===== config.mk =====
export PLATFORM = sky130hd
export DESIGN_NAME = reg16_write_sequencer
export DESIGN_NICKNAME = d
export VERILOG_FILES = /design/src/rtl/adiabatic_pkg.sv /design/src/rtl/rail_pair_drv.sv /design/src/rtl/reg16_write_sequencer.sv
export SDC_FILE = /design/constraint.sdc
export NUM_CORES = 1
export LEC_CHECK = 0
export CORE_UTILIZATION = 43
export DETAILED_ROUTE_END_ITERATION = 12
export HOLD_SLACK_MARGIN = 0.08
export MAX_ROUTING_LAYER = met4
export PLACE_DENSITY = 0.86
export SLEW_MARGIN = 20
export SYNTH_ARGS = -nofsm -noshare
export SYNTH_HDL_FRONTEND = slang
export SYNTH_SLANG_ARGS = --single-unit

===== constraint.sdc =====
create_clock -name clkpos -period 2.3 [get_ports clkpos]
set_input_delay 0.46 -clock clkpos [delete_from_list [all_inputs] [get_ports clkpos]]
set_output_delay 0.46 -clock clkpos [all_outputs]
set_load 0.01 [all_outputs]

===== src/rtl/adiabatic_pkg.sv =====
// rtl/adiabatic_pkg.sv - shared types and constants for the adiabatic register driver
//
// Purpose: sequencer state encoding, complementary rail-pair type and sizing
// constants used by the write sequencer and its rail drivers.
package adiabatic_pkg;

  localparam int REG_WIDTH = 16;
  localparam int PHASE_MAX = 15;
  // Wide enough to hold any legal phase length minus one.
  localparam int PHASE_CNT_W = $clog2(PHASE_MAX + 1);

  typedef enum logic [2:0] {
    IDLE,
    SETUP,
    CAPTURE,
    CHECK,
    RECOVER
  } state_e;

  typedef struct packed {
    logic pos;
    logic neg;
  } rail_pair_t;

endpackage


===== src/rtl/rail_pair_drv.sv =====
// rtl/rail_pair_drv.sv - registered complementary rail pair
//
// Purpose: one registered pos/neg rail; neg is always the inverse of pos,
// including while reset is asserted (pos=0, neg=1).
// Ports:
//   clk_i    rising-edge clock
//   rst_ni   asynchronous active-low reset
//   pos_d_i  next value of the pos rail
//   rail_o   registered {pos, neg} pair
module rail_pair_drv
  import adiabatic_pkg::*;
(
  input  logic       clk_i,
  input  logic       rst_ni,
  input  logic       pos_d_i,
  output rail_pair_t rail_o
);

  rail_pair_t rail_q;

  always_ff @(posedge clk_i or negedge rst_ni) begin
    if (!rst_ni) begin
      rail_q <= '{pos: 1'b0, neg: 1'b1};
    end else begin
      rail_q <= '{pos: pos_d_i, neg: ~pos_d_i};
    end
  end

  assign rail_o = rail_q;

endmodule


===== src/rtl/reg16_write_sequencer.sv =====
// rtl/reg16_write_sequencer.sv - four-phase write/readback sequencer for the adiabatic register
//
// Purpose: accepts a write over valid/ready, drives the register data bus,
// steps the T / pclk / F rail pairs through setup, capture, check and recover
// phases, reads the register back and reports completion and mismatches.
// Ports:
//   clkpos, rstn                 clock and asynchronous active-low reset
//   wr_valid, wr_ready, wr_data  write request handshake
//   reg_in, reg_out              register data input (driven) and readback
//   T/p/F clkpos/clkneg          registered complementary rail pairs
//   done, mismatch               one-cycle completion / readback-error pulses
//   err_cnt                      saturating mismatch count
//   shadow                       last accepted word
module reg16_write_sequencer
  import adiabatic_pkg::*;
#(
  parameter int WIDTH        = REG_WIDTH,
  parameter int PHASE_CYCLES = 2,
  parameter int ERR_W        = 8
) (
  input  logic             clkpos,
  input  logic             rstn,
  input  logic             wr_valid,
  output logic             wr_ready,
  input  logic [WIDTH-1:0] wr_data,
  output logic [WIDTH-1:0] reg_in,
  input  logic [WIDTH-1:0] reg_out,
  output logic             Tclkpos,
  output logic             Tclkneg,
  output logic             pclkpos,
  output logic             pclkneg,
  output logic             Fclkpos,
  output logic             Fclkneg,
  output logic             done,
  output logic             mismatch,
  output logic [ERR_W-1:0] err_cnt,
  output logic [WIDTH-1:0] shadow
);

  localparam logic [PHASE_CNT_W-1:0] CNT_LOAD = PHASE_CNT_W'(PHASE_CYCLES - 1);

  state_e                  state_q, state_d;
  logic [PHASE_CNT_W-1:0]  cnt_q, cnt_d;
  logic [WIDTH-1:0]        data_q;
  logic [WIDTH-1:0]        shadow_q;
  logic                    fail_q;
  logic                    done_q;
  logic                    mismatch_q;
  logic [ERR_W-1:0]        err_q;
  logic                    ready_q;

  logic accept;
  logic last_phase;
  logic done_d;
  logic t_d, p_d, f_d;

  rail_pair_t t_rail, p_rail, f_rail;

  assign accept     = wr_valid & ready_q;
  assign last_phase = (cnt_q == '0);

  // State register
  always_ff @(posedge clkpos or negedge rstn) begin
    if (!rstn) begin
      state_q <= IDLE;
      cnt_q   <= '0;
    end else begin
      state_q <= state_d;
      cnt_q   <= cnt_d;
    end
  end

  // Next-state logic; the phase counter reloads on every state entry.
  always_comb begin
    state_d = state_q;
    cnt_d   = cnt_q;
    case (state_q)
      IDLE: begin
        if (accept) begin
          state_d = SETUP;
          cnt_d   = CNT_LOAD;
        end
      end
      default: begin
        if (last_phase) begin
          cnt_d = CNT_LOAD;
          case (state_q)
            SETUP:   state_d = CAPTURE;
            CAPTURE: state_d = CHECK;
            CHECK:   state_d = RECOVER;
            default: state_d = IDLE;
          endcase
        end else begin
          cnt_d = cnt_q - 1'b1;
        end
      end
    endcase
  end

  // Output logic. Rails are decoded from the next state so that the
  // registered rail tracks the state it belongs to in the same cycle.
  always_comb begin
    t_d    = (state_d == SETUP) || (state_d == CAPTURE);
    p_d    = (state_d == CAPTURE) || (state_d == CHECK);
    f_d    = (state_d == RECOVER);
    done_d = (state_q == RECOVER) && last_phase;
  end

  // Datapath, readback compare and status
  always_ff @(posedge clkpos or negedge rstn) begin
    if (!rstn) begin
      data_q     <= '0;
      shadow_q   <= '0;
      fail_q     <= 1'b0;
      done_q     <= 1'b0;
      mismatch_q <= 1'b0;
      err_q      <= '0;
      ready_q    <= 1'b0;
    end else begin
      if (accept) begin
        data_q   <= wr_data;
        shadow_q <= wr_data;
      end
      // Readback is taken at the end of the last CHECK cycle, while pclk is
      // still powering the register.
      if ((state_q == CHECK) && last_phase) begin
        fail_q <= (reg_out != data_q);
      end
      done_q     <= done_d;
      mismatch_q <= done_d & fail_q;
      if (done_d && fail_q && (err_q != '1)) begin
        err_q <= err_q + 1'b1;
      end
      ready_q <= (state_d == IDLE);
    end
  end

  rail_pair_drv u_t_rail (.clk_i(clkpos), .rst_ni(rstn), .pos_d_i(t_d), .rail_o(t_rail));
  rail_pair_drv u_p_rail (.clk_i(clkpos), .rst_ni(rstn), .pos_d_i(p_d), .rail_o(p_rail));
  rail_pair_drv u_f_rail (.clk_i(clkpos), .rst_ni(rstn), .pos_d_i(f_d), .rail_o(f_rail));

  assign Tclkpos  = t_rail.pos;
  assign Tclkneg  = t_rail.neg;
  assign pclkpos  = p_rail.pos;
  assign pclkneg  = p_rail.neg;
  assign Fclkpos  = f_rail.pos;
  assign Fclkneg  = f_rail.neg;
  assign wr_ready = ready_q;
  assign reg_in   = data_q;
  assign shadow   = shadow_q;
  assign done     = done_q;
  assign mismatch = mismatch_q;
  assign err_cnt  = err_q;

endmodule


## Word level (Yosys, flattened, before mapping)

Cells that the tools add are included.

| word-level totals | value |
|---|---|
| flip-flop bits (word level) | 41 |
| latch bits | 0 |
| RAM bits | 0 |
| memory bits (read-only) | 0 |
| input bits | 35 |
| output and inout bits | 49 |
| word-level logic and storage cells | 48 |
| memories kept | 0 |

| cells by class | value |
|---|---|
| $add $sub $neg | 2 |
| $mul | 0 |
| div/mod/pow operators | 0 |
| $lt $le $gt $ge | 0 |
| equality and inequality tests | 11 |
| shift operators | 0 |
| multiplexer cells | 7 |
| bitwise gates (word level) | 5 |
| reductions and logical operators | 9 |

Operators by type and width:

| operator | count |
|---|---|
| $ne 16x16->1 | 1 |
| $eq 3x2->1 const B | 4 |
| $mux 4 | 3 |
| $mux 3 | 3 |
| $pmux 3 s3 | 1 |
| $add 8x1->8 const B | 1 |
| $ne 8x8->1 const B | 1 |
| $eq 3x1->1 const B | 2 |
| $eq 3x3->1 const B | 2 |
| $logic_not 3->1 | 2 |
| $logic_and 1x1->1 | 4 |
| $logic_not 4->1 | 1 |
| $sub 4x1->4 const B | 1 |
| $not 1->1 | 3 |
| $and 1x1->1 | 2 |
| $logic_or 1x1->1 | 2 |
| $ne 2x2->1 const B | 1 |

## Longest topological paths before layout

| logic depth | value |
|---|---|
| depth after elaboration | 7 |
| mapped depth | 6 |
| gate-level depth less buffers | 6 |

## By module

From an unflattened synthesis, not the netlist that was laid out.

| unflattened totals | value |
|---|---|
| cell total of the unflattened synthesis | 173 |
| area, all modules | 2010.7 sq um |

By module, submodules not included:

| module | instances | cells each | area each (sq um) | sequential area each (sq um) |
|---|---|---|---|---|
| reg16_write_sequencer | 1 | 164 | 1845.5 | 875.8 |
| rail_pair_drv | 3 | 3 | 55.1 | 51.3 |

## Worst setup path after synthesis

OpenSTA, ideal clock, no wires.

| timing path | value |
|---|---|
| path type | flip-flop to flip-flop |
| from | register cnt_q[0] |
| to | register err_q[1], in the netlist err_cnt[1] |
| library setup time | 0.125 ns |
| data arrival time | 1.665 ns |
| required time | 2.175 ns |
| setup slack | 0.510 ns |
| cell stages (with the launch flop) | 7 |
| buffers on the path | 0 |
| period minus slack after synthesis | 1.790 ns |
| cell sequence | dfrtp_1 inv_1 ha_1 nor3b_4 nand4_4 nor2_1 mux2_2 |

| between the ends | value |
|---|---|
| cells in the longest elaborated chain, start to end | 4 |

RTL lines:

| item | line | text |
|---|---|---|
| start, declared | reg16_write_sequencer.sv:43 | `logic [PHASE_CNT_W-1:0] cnt_q, cnt_d;` |
| start signal, assigned | reg16_write_sequencer.sv:69 | `cnt_q <= cnt_d;` |
| $logic_not 4->1 | reg16_write_sequencer.sv:60 | `assign last_phase = (cnt_q == '0);` |
| $logic_and 1x1->1 | reg16_write_sequencer.sv:106 | `done_d = (state_q == RECOVER) && last_phase;` |
| $logic_and 1x1->1 (2 in series) | reg16_write_sequencer.sv:131 | `if (done_d && fail_q && (err_q != '1)) begin` |
| end signal, assigned | reg16_write_sequencer.sv:132 | `err_q <= err_q + 1'b1;` |
| end, declared | reg16_write_sequencer.sv:49 | `logic [ERR_W-1:0] err_q;` |

No other way between the ends.
A chain may end at the register's enable or synchronous reset.

## Worst setup path in the final report

Ends and elaborated chain as after synthesis.

==> run summary <==
Status = finished clean
Slew headroom = 56.9%
Cell depth of the worst flop-to-flop path = 6
Initial DRC Count = 81
Die height = 70.4 µm
Filler cells = 368
Internal power = 0.00242 W
Critical path required time = 2.48 ns
Clock network fraction of design power = 16.7%
Total track usage = 18.1%
Hold Path Origin = err_cnt[7]
Net switching power = 0.00119 W
Largest net degree at the start of global routing = 19
CP Launch Type = flop
Drt pass-1 iters = 4
Io pins = 84
Post-route ant nets = 0
Dpl ws = 0.394 ns
Skew final = 0.00820 ns
H-tree depth = 2
Wirelength per Cell = 13.9 µm
GP Congestion = 0.729
Worst R2R End = err_cnt[1]
Drt drc = 0
Synthesized flop and latch total = 41
Initial antenna violation count = 0
Synthesized Nets = 208
CTS Buffer Depth = 2
Reg-to-reg slack, setup = 0.47 ns
Hold EP = err_cnt[7]
Area of the multi-input gates = 803 µm²
Drt via density = 5.09
Fin crit share = 79.7%
Library cells used by synthesis = 35
Vias in the first global route = 1501
GRT overflow = 0
Fmax = 0.545 GHz
Area Growth Syn to Fin = 44.8%
Core ar. = 4410 µm²
Initial Util = 45.5%
Vias = 1518
Sw frac = 32.9%
Slowest cell on the critical path = dfrtp_1
CTS buffer count = 5
Comb pwr share = 46.6%
Diode count = 0
Reg area = 1030 µm²
Yosys Warn Count = 0
Worst-Margin Slew = 0.642 ns
Cell Area, Synth = 2010 µm²
Maximum vdd drop = 0.550 mV
Dpl cell area = 2780 µm²
Cell Chain, Critical Path = inv_1, ha_1, nor3b_4, nand4_4, nor2_1, mux2_2
Worst hold slack = 0.503 ns
Clk sink count = 41
DIE AREA = 4950 µm²
Clock latency on the worst-skew pair = 0.29 ns
PwrDens = 1240 nW/µm²
Fin crit period = 1.83 ns
Critical Path AT = 2.02 ns
PortBufs = 83
Post-route cell area = 2910 µm²
Final hold violations = 0
Critical path type = flop to flop
Worst setup EP type = flop
WHS Path Cells = 1
Net count of the finished layout = 282
Fin. max-slew vios = 0
Post-Synthesis Cells = 171
Setup ws final = 0.466 ns
Seq pwr share = 36.7%
First-pass GRT wire length = 6.69 mm
Synth Area per Inst = 11.8 µm²
Width of the die = 70.4 µm
Leak = 1.22 nW
Setup_tns = 0 ns
Share of cells above drive strength 1 = 16.3%
Worst R2R Start = cnt_q[0]
Clock Tree Root = clkbuf_8
Post-CTS setup buffers = 0
RSZ-0062 raised after global routing = no
Post-Route WL = 4.15 mm
DP HPWL = 3.23 mm
CP max FO = 8
Row Count = 24
Setup Viol. Count Final = 0
CTS tree = done
Max_cap viols = 0
Worst hold path class = flop to flop
Crit-path max cell delay = 0.42 ns
Reg clk slew, reported paths = 0.08 ns
Seq/Total Area, Yosys = 51.2%
cells by family after synthesis:
kind of cell	count (synthesis)	synth area share, %
adder cells (fa/ha/maj)	2	1.24
XOR/XNOR	24	10.5
AND/OR/NAND/NOR	48	14.1
AO/OA/AOI/OAI	13	4.04
flip-flops	41	51.2
multiplexers	18	10.1
buffers and inverters	25	8.84
placed cells by master, fill, tap and decap left out, types with 2 or more instances in the layout:
master           instances
nand2_1                 13
nand3_1                  4
xor2_1                   8
clkbuf_8                 6
o31ai_1                  3
ha_1                     2
dfstp_2                  3
a21oi_1                  3
xnor2_1                 16
clkdlybuf4s50_1         82
nor4_1                   4
inv_1                    4
nor2_1                   6
nand4_1                  4
nor3_1                   5
dfrtp_1                 38
o21ai_0                  4
mux2_2                  18
buf_4                    3
stage by stage:
| stage | power (W) | util, % | cells |
|---|---|---|---|
| after floorplan | 0.00231 | - | 171 |
| after global placement | 0.00297 | 63.0 | 289 |
| after detailed placement | 0.00304 | 63.0 | 289 |
| after CTS | 0.00365 | 66.0 | 298 |
| after global routing | 0.00382 | 66.0 | 298 |
| final | 0.00361 | 66.0 | 298 |
flip-flops by register name, summed over array words and instances, names as in the netlist:
register	cells
shadow	16
err_cnt	8
cnt_q	4
state_q	3
u_f_rail.rail_o	2
u_p_rail.rail_o	2
u_t_rail.rail_o	2
done	1
fail_q	1
mismatch	1
wr_ready	1
how the worst max path moves through the flow:
stage | startpoint | endpoint | slack (ns) | cells after the start
2_1_floorplan | cnt_q[0] | err_cnt[1] | 0.51 | 6
3_3_place_gp | reg_out[5] | fail_q | 0.44 | 5
3_5_place_dp | reg_out[11] | fail_q | 0.39 | 5
4_1_cts | cnt_q[0] | err_cnt[1] | 0.45 | 6
5_1_grt | cnt_q[0] | err_cnt[1] | 0.37 | 6
6_report | cnt_q[0] | err_cnt[1] | 0.47 | 6
layout make-up:
| type | count | area share, % |
|---|---|---|
| flip-flops and latches | 41 | 35.4 |
| repair buffers | 88 | 30.2 |
| multi-input cells | 105 | 27.6 |
| clock buffers | 6 | 2.84 |
| well taps | 52 | 2.23 |
| clock inverters | 2 | 1.29 |
| inverters | 4 | 0.516 |
power groups by stage:
stage	sequential (W)	combinational [W]	clock, W
global placement	0.00132	0.00165	0
global route	0.00137	0.00181	0.000649
detailed placement	0.00134	0.00170	0
finish	0.00132	0.00168	0.000604
floorplan	0.00135	0.000958	0
CTS	0.00133	0.00171	0.000614
repair_timing:
item | 4_1_cts | 5_1_grt
hold endpoints to repair | 9 | 0
hold buffers | 1 | 0
resized for setup | 0 | 0
layer usage:
metal,track usage (%),part of all wire [%]
met5,-,0
met1,19.8,40
met4,6.00,1.6
met2,30.4,51
met3,6.35,7.2
synthesized netlist by cell type:
library cell | count | area [µm²]
and4_2 | 1 | 10.0
clkbuf_4 | 1 | 7.51
xnor2_1 | 16 | 140
clkbuf_8 | 2 | 27.5
nor2_1 | 6 | 22.5
nand2b_1 | 1 | 6.26
nor2b_1 | 1 | 6.26
o2bb2ai_1 | 1 | 8.76
nor3b_4 | 1 | 18.8
ha_1 | 2 | 25.0
nand2_1 | 13 | 48.8
clkbuf_1 | 2 | 7.51
inv_1 | 4 | 15.0
and4_1 | 1 | 8.76
or3b_2 | 1 | 8.76
nor4_1 | 4 | 25.0
mux2_2 | 18 | 203
nand4b_1 | 1 | 8.76
nand3b_1 | 1 | 7.51
dfrtp_1 | 38 | 951
nand3_1 | 4 | 20.0
a22o_1 | 1 | 8.76
o31ai_1 | 3 | 22.5
nor3b_1 | 1 | 7.51
and3_2 | 1 | 7.51
dfstp_2 | 3 | 78.8
o22ai_1 | 1 | 6.26
or2_2 | 1 | 6.26
o21ai_0 | 4 | 20.0
a21oi_1 | 3 | 15.0
nand4_4 | 1 | 21.3
nor3_1 | 5 | 25.0
xor2_1 | 8 | 70.1
nand4_1 | 4 | 25.0
buf_4 | 16 | 120
critical path: cells and delay by family, from the launching register on:
kind          cells  cell delay, ns
fa+ha+maj         1            0.20
buf+inv           1            0.07
flops             1            0.42
mux               1            0.36
simple gates      3            0.67
Power figures use the tool's default switching activity.
==> variant 1: new RTL, same settings <==
Set the package constant `REG_WIDTH` to 32 (it was 16).
--- a/src/rtl/adiabatic_pkg.sv
+++ b/src/rtl/adiabatic_pkg.sv
@@ -6,3 +6,3 @@
 
-  localparam int REG_WIDTH = 16;
+  localparam int REG_WIDTH = 32;
   localparam int PHASE_MAX = 15;
Interface: changed (resized reg_in, reg_out, shadow and wr_data); port bits go from 84 to 148. No check against the original RTL was run, so the function may have changed too.
==> variant 1 against the unedited design <==
  * The flow now finishes with violations (DRC)
  * Sequential cell count is 16 higher
  * Die area rose by 42%
  * Sequential power is 45% higher
  * Synthesized area rose by 43%
  * Final area increased by 53%
  * Setup slack worse by 0.049 ns
  * Critical path depth unchanged
  * Power increased by 58%
  * Core utilization rose by 3.3 points
  * Combinational power rose by 62%
  * Wire length is 60% higher
  * Non-clock buffer count up 62
==> variant 1: results (changes against the unedited design) <==
status=finished, violations left; failing checks=DRC; Pleak=1.86 nW (+52%); drt pass-1 iters=8 (+4); final-layout clock buffer total=11 (+5); skew final=0.00752 ns (-0.000680 ns); mapped cell area=2890 um2 (+43%); Cell Area, Placed=4220 um2 (+52%); All-Layer GR Usage=0.201 (+0.0201); Syn Area/Cell=12.0 um2 (+1.8%); M2 GR Usage=0.347 (+0.0435); nets@finish=433 (+54%); met1 global-route usage=0.220 (+0.0217); buffer share of cell area=0.337 (+0.0358); clk_lat worst skew=0.33 ns (+0.04 ns); PortBufs=147 (+77%); WL met1=2.69 mm (+62%); Cell variety after synth=34 (-2.9%); most frequent cells after synthesis=54 x dfrtp_1, 38 x xor2_1, 34 x mux2_2; Seq/Total Area, Yosys=0.496 (-0.0165); Cell Pwr Density=1280 nW/um2 (+3.3%); post-synthesis mux area share=0.133 (+0.0319); Synth Area in Adders=0.00867 (-0.00377); clock network area share=0.0515 (+0.0102); Final Wtd Congestion=0.784 (+7.6%); number of non-clock inverters in the layout=5 (+1); met3 WL=482 um (+62%); largest net degree at the start of global routing=35 (+16); Remaining DRCs=26 (+26); number of CTS-inserted buffers=9 (+4); max FFs per register=32 (+16); via count=2217 (+46%); xor and xnor area share after synthesis=0.118 (+0.0138); Mapped Nets=310 (+49%); hpwl dp=5.11 mm (+58%); #MultiIn Comb=141 (+34%); Setup WS pre-CTS=0.256 ns (-0.139 ns); clk sinks=57 (+39%); final hold slack=0.124 ns (-0.378 ns); worst r2r dst=err_cnt[7]; largest cells by area after synthesis=dfrtp_1 47%, mux2_2 13%, xor2_1 12%
==> variant 1: cell types whose count changed after synthesis, sizes merged, moves of 2 or more <==
cell,before,now
and4,2,0
buf,16,32
dfrtp,38,54
mux2,18,34
nand4,5,3
nor4,4,9
xnor2,16,1
xor2,8,38
==> variant 1: worst max path at each step <==
stage,slack (ns),endpoint,cells past startpoint
after floorplan,0.66,err_cnt[1],5
after global placement,0.25,fail_q,5
after detailed placement,0.26,fail_q,5
after CTS,0.41,err_cnt[7],6
after global routing,0.23,err_cnt[7],6
final,0.42,err_cnt[7],6
==> variant 1: logic make-up after synthesis <==
logic type,after synthesis
compound gates,16
xor+xnor,39
fa+ha+maj,2
buf+inv,43
flops,57
mux,34
simple gates,50
==> variant 1: power by group <==
part / internal, mW / switching, mW / total (mW) / leakage [nW]
clock: 0.665 / 0.392 / 1.06 / 0.115
combinational: 1.72 / 1.01 / 2.73 / 1.06
sequential: 1.43 / 0.489 / 1.92 / 0.687
total: 3.82 / 1.89 / 5.70 / 1.86
==> variant 2: new RTL, same flow settings <==
Made on the original files. Encoding of `state_e`: now one-hot (5 bits for 5 states).
--- a/src/rtl/adiabatic_pkg.sv
+++ b/src/rtl/adiabatic_pkg.sv
@@ -11,8 +11,8 @@
 
-  typedef enum logic [2:0] {
-    IDLE,
-    SETUP,
-    CAPTURE,
-    CHECK,
-    RECOVER
+  typedef enum logic [4:0] {
+    IDLE    = 5'b00001,
+    SETUP   = 5'b00010,
+    CAPTURE = 5'b00100,
+    CHECK   = 5'b01000,
+    RECOVER = 5'b10000
   } state_e;
Check against the original RTL: same outputs for any inputs over 10 cycles, from zero or initial values and one cycle with rstn low; not proved beyond that.
==> variant 2 against the unedited design <==
  * Sequential cell count rose by 2
  * Clock power fell by 4.3%
  * Fmax fell by 8.8%
  * Synthesized cell count rose by 38%
  * Setup slack got worse by 0.18 ns
  * Power rose by 7.2%
  * Synthesized area rose by 17%
  * Wire length rose by 30%
  * Final area rose by 10%
  * Critical path depth did not move
  * Critical path type unchanged
==> variant 2: results (changes against the unedited design) <==
status=finished, final reports clean; met3 WL=383 um (+29%); Ant. Diodes=0 (unchanged); drt pass-1 iters=4 (unchanged); layout filler cell count=412 (+12%); DRT antenna net count=0 (unchanged); skew final=0.00509 ns (-0.00311 ns); met2 routed WL=2.58 mm (+22%); share of layout cells above drive strength 1=0.105 (-0.0580); r2r worst-path depth=6 (unchanged); flop-to-flop setup slack=0.29 ns (-0.18 ns); worst r2r dst=u_t_rail.rail_o[0]; via count=1938 (+28%); Max IR drop VDD=0.610 mV (+11%); Cell Area, Placed=3090 um2 (+11%); Mapped Nets=274 (+32%); Tightest Hold Check Type=primary input to asynchronous set/reset pin; synth warn=0 (unchanged); Final Wtd Congestion=0.891 (+22%); number of CTS-inserted buffers=5 (unchanged); htree depth=2 (unchanged); Max clock buf depth=2 (unchanged); most frequent cells after synthesis=61 x nand2_1, 39 x dfrtp_1, 17 x xnor2_1; Critical Path Source Type=flop; Synth Area in Adders=0.0160 (+0.00351); max_slew headroom=0.627 (+0.0577); hpwl dp=4.04 mm (+25%); largest net degree at the start of global routing=44 (+25); WP data arrival=2.23 ns (+0.21 ns); antenna violations before repair=0 (unchanged); xor and xnor area share after synthesis=0.0931 (-0.0115); initial DRC count=62 (-23%); nets@finish=343 (+22%); largest cells by area after synthesis=dfrtp_1 41%, nand2_1 9.7%, xnor2_1 6.3%; Final Cell Area=3200 um2 (+10%); ys flop type=dfrtp_1; WL met1=2.33 mm (+40%); crit-path max FO=8 (unchanged); drt total wl=5.40 mm (+30%); Seq/Total Area, Yosys=0.460 (-0.0526); worst reg2reg startpoint=cnt_q[0]; All-Layer GR Usage=0.207 (+0.0267); root buf cell=clkbuf_8; PortBufs=83 (unchanged); Synth Area in Compound Gates=0.0713 (+0.0308); max FFs per register=16 (unchanged); Synth async-reset ratio=1.00 (unchanged); global-route wire length before repair=9.20 mm (+38%); Top Layer Used=met4; post-synthesis mux area share=0.00479 (-0.0960); Cell variety after synth=52 (+49%); Pleak=1.42 nW (+16%); post-CTS resize count=0 (unchanged); Clk pin slew, worst setup/hold paths=0.08 ns (about the same)
==> variant 2: cell families after synthesis <==
group                    Yosys count
AO/OA/AOI/OAI                     20
XOR/XNOR                          25
adder cells (fa/ha/maj)            3
buffers and inverters             30
flip-flops                        43
multiplexers                       1
AND/OR/NAND/NOR                  114
==> variant 2: worst max-delay path by stage <==
stage	cells after the start	slack, ns	endpoint
4_1_cts	6	0.29	u_t_rail.rail_o[0]
5_1_grt	6	0.1	u_f_rail.rail_o[1]
3_5_place_dp	4	0.32	u_f_rail.rail_o[1]
3_3_place_gp	4	0.35	u_f_rail.rail_o[1]
2_1_floorplan	7	0.50	u_t_rail.rail_o[0]
6_report	6	0.29	u_t_rail.rail_o[0]
==> variant 2: stage by stage <==
step                      std cells  setup slack [ns]  hold slack, ns
after floorplan                 236             0.495           0.164
after global placement          368             0.346           0.481
after detailed placement        368             0.317           0.494
after CTS                       376             0.289           0.241
after global routing            376            0.0972           0.261
final                           376             0.288           0.227
==> variant 2: worst max-delay path, cell delays in order, from the launching register on <==
cell,delay (ns)
dfrtp_1,0.41
inv_1,0.09
ha_1,0.20
or3b_1,0.51
a22oi_2,0.29
xnor2_1,0.12
or3_1,0.32
==> variant 2: where the power goes <==
part           total, mW  switching, mW  internal (mW)
combinational       1.92          0.869           1.05
sequential          1.37          0.359           1.01
clock              0.578          0.255          0.323
total               3.87           1.48           2.39
==> variant 2: final cells by class <==
type                            instances  area [um2]  area share
Clock buffer                            5        68.8      0.0215
Clock inverter                          3        43.8      0.0137
Tap cell                               70        87.6      0.0273
Sequential cell                        43        1080       0.338
Multi-Input combinational cell        163        1050       0.327
Inverter                                5        18.8     0.00586
Timing Repair Buffer                   87         856       0.267
==> variant 2: per-layer routing <==
layer | track usage | up-vias
met5 | - | -
met4 | 0.0596 | 0
met3 | 0.0542 | 11
met2 | 0.329 | 86
met1 | 0.261 | 924
li1 | - | 917
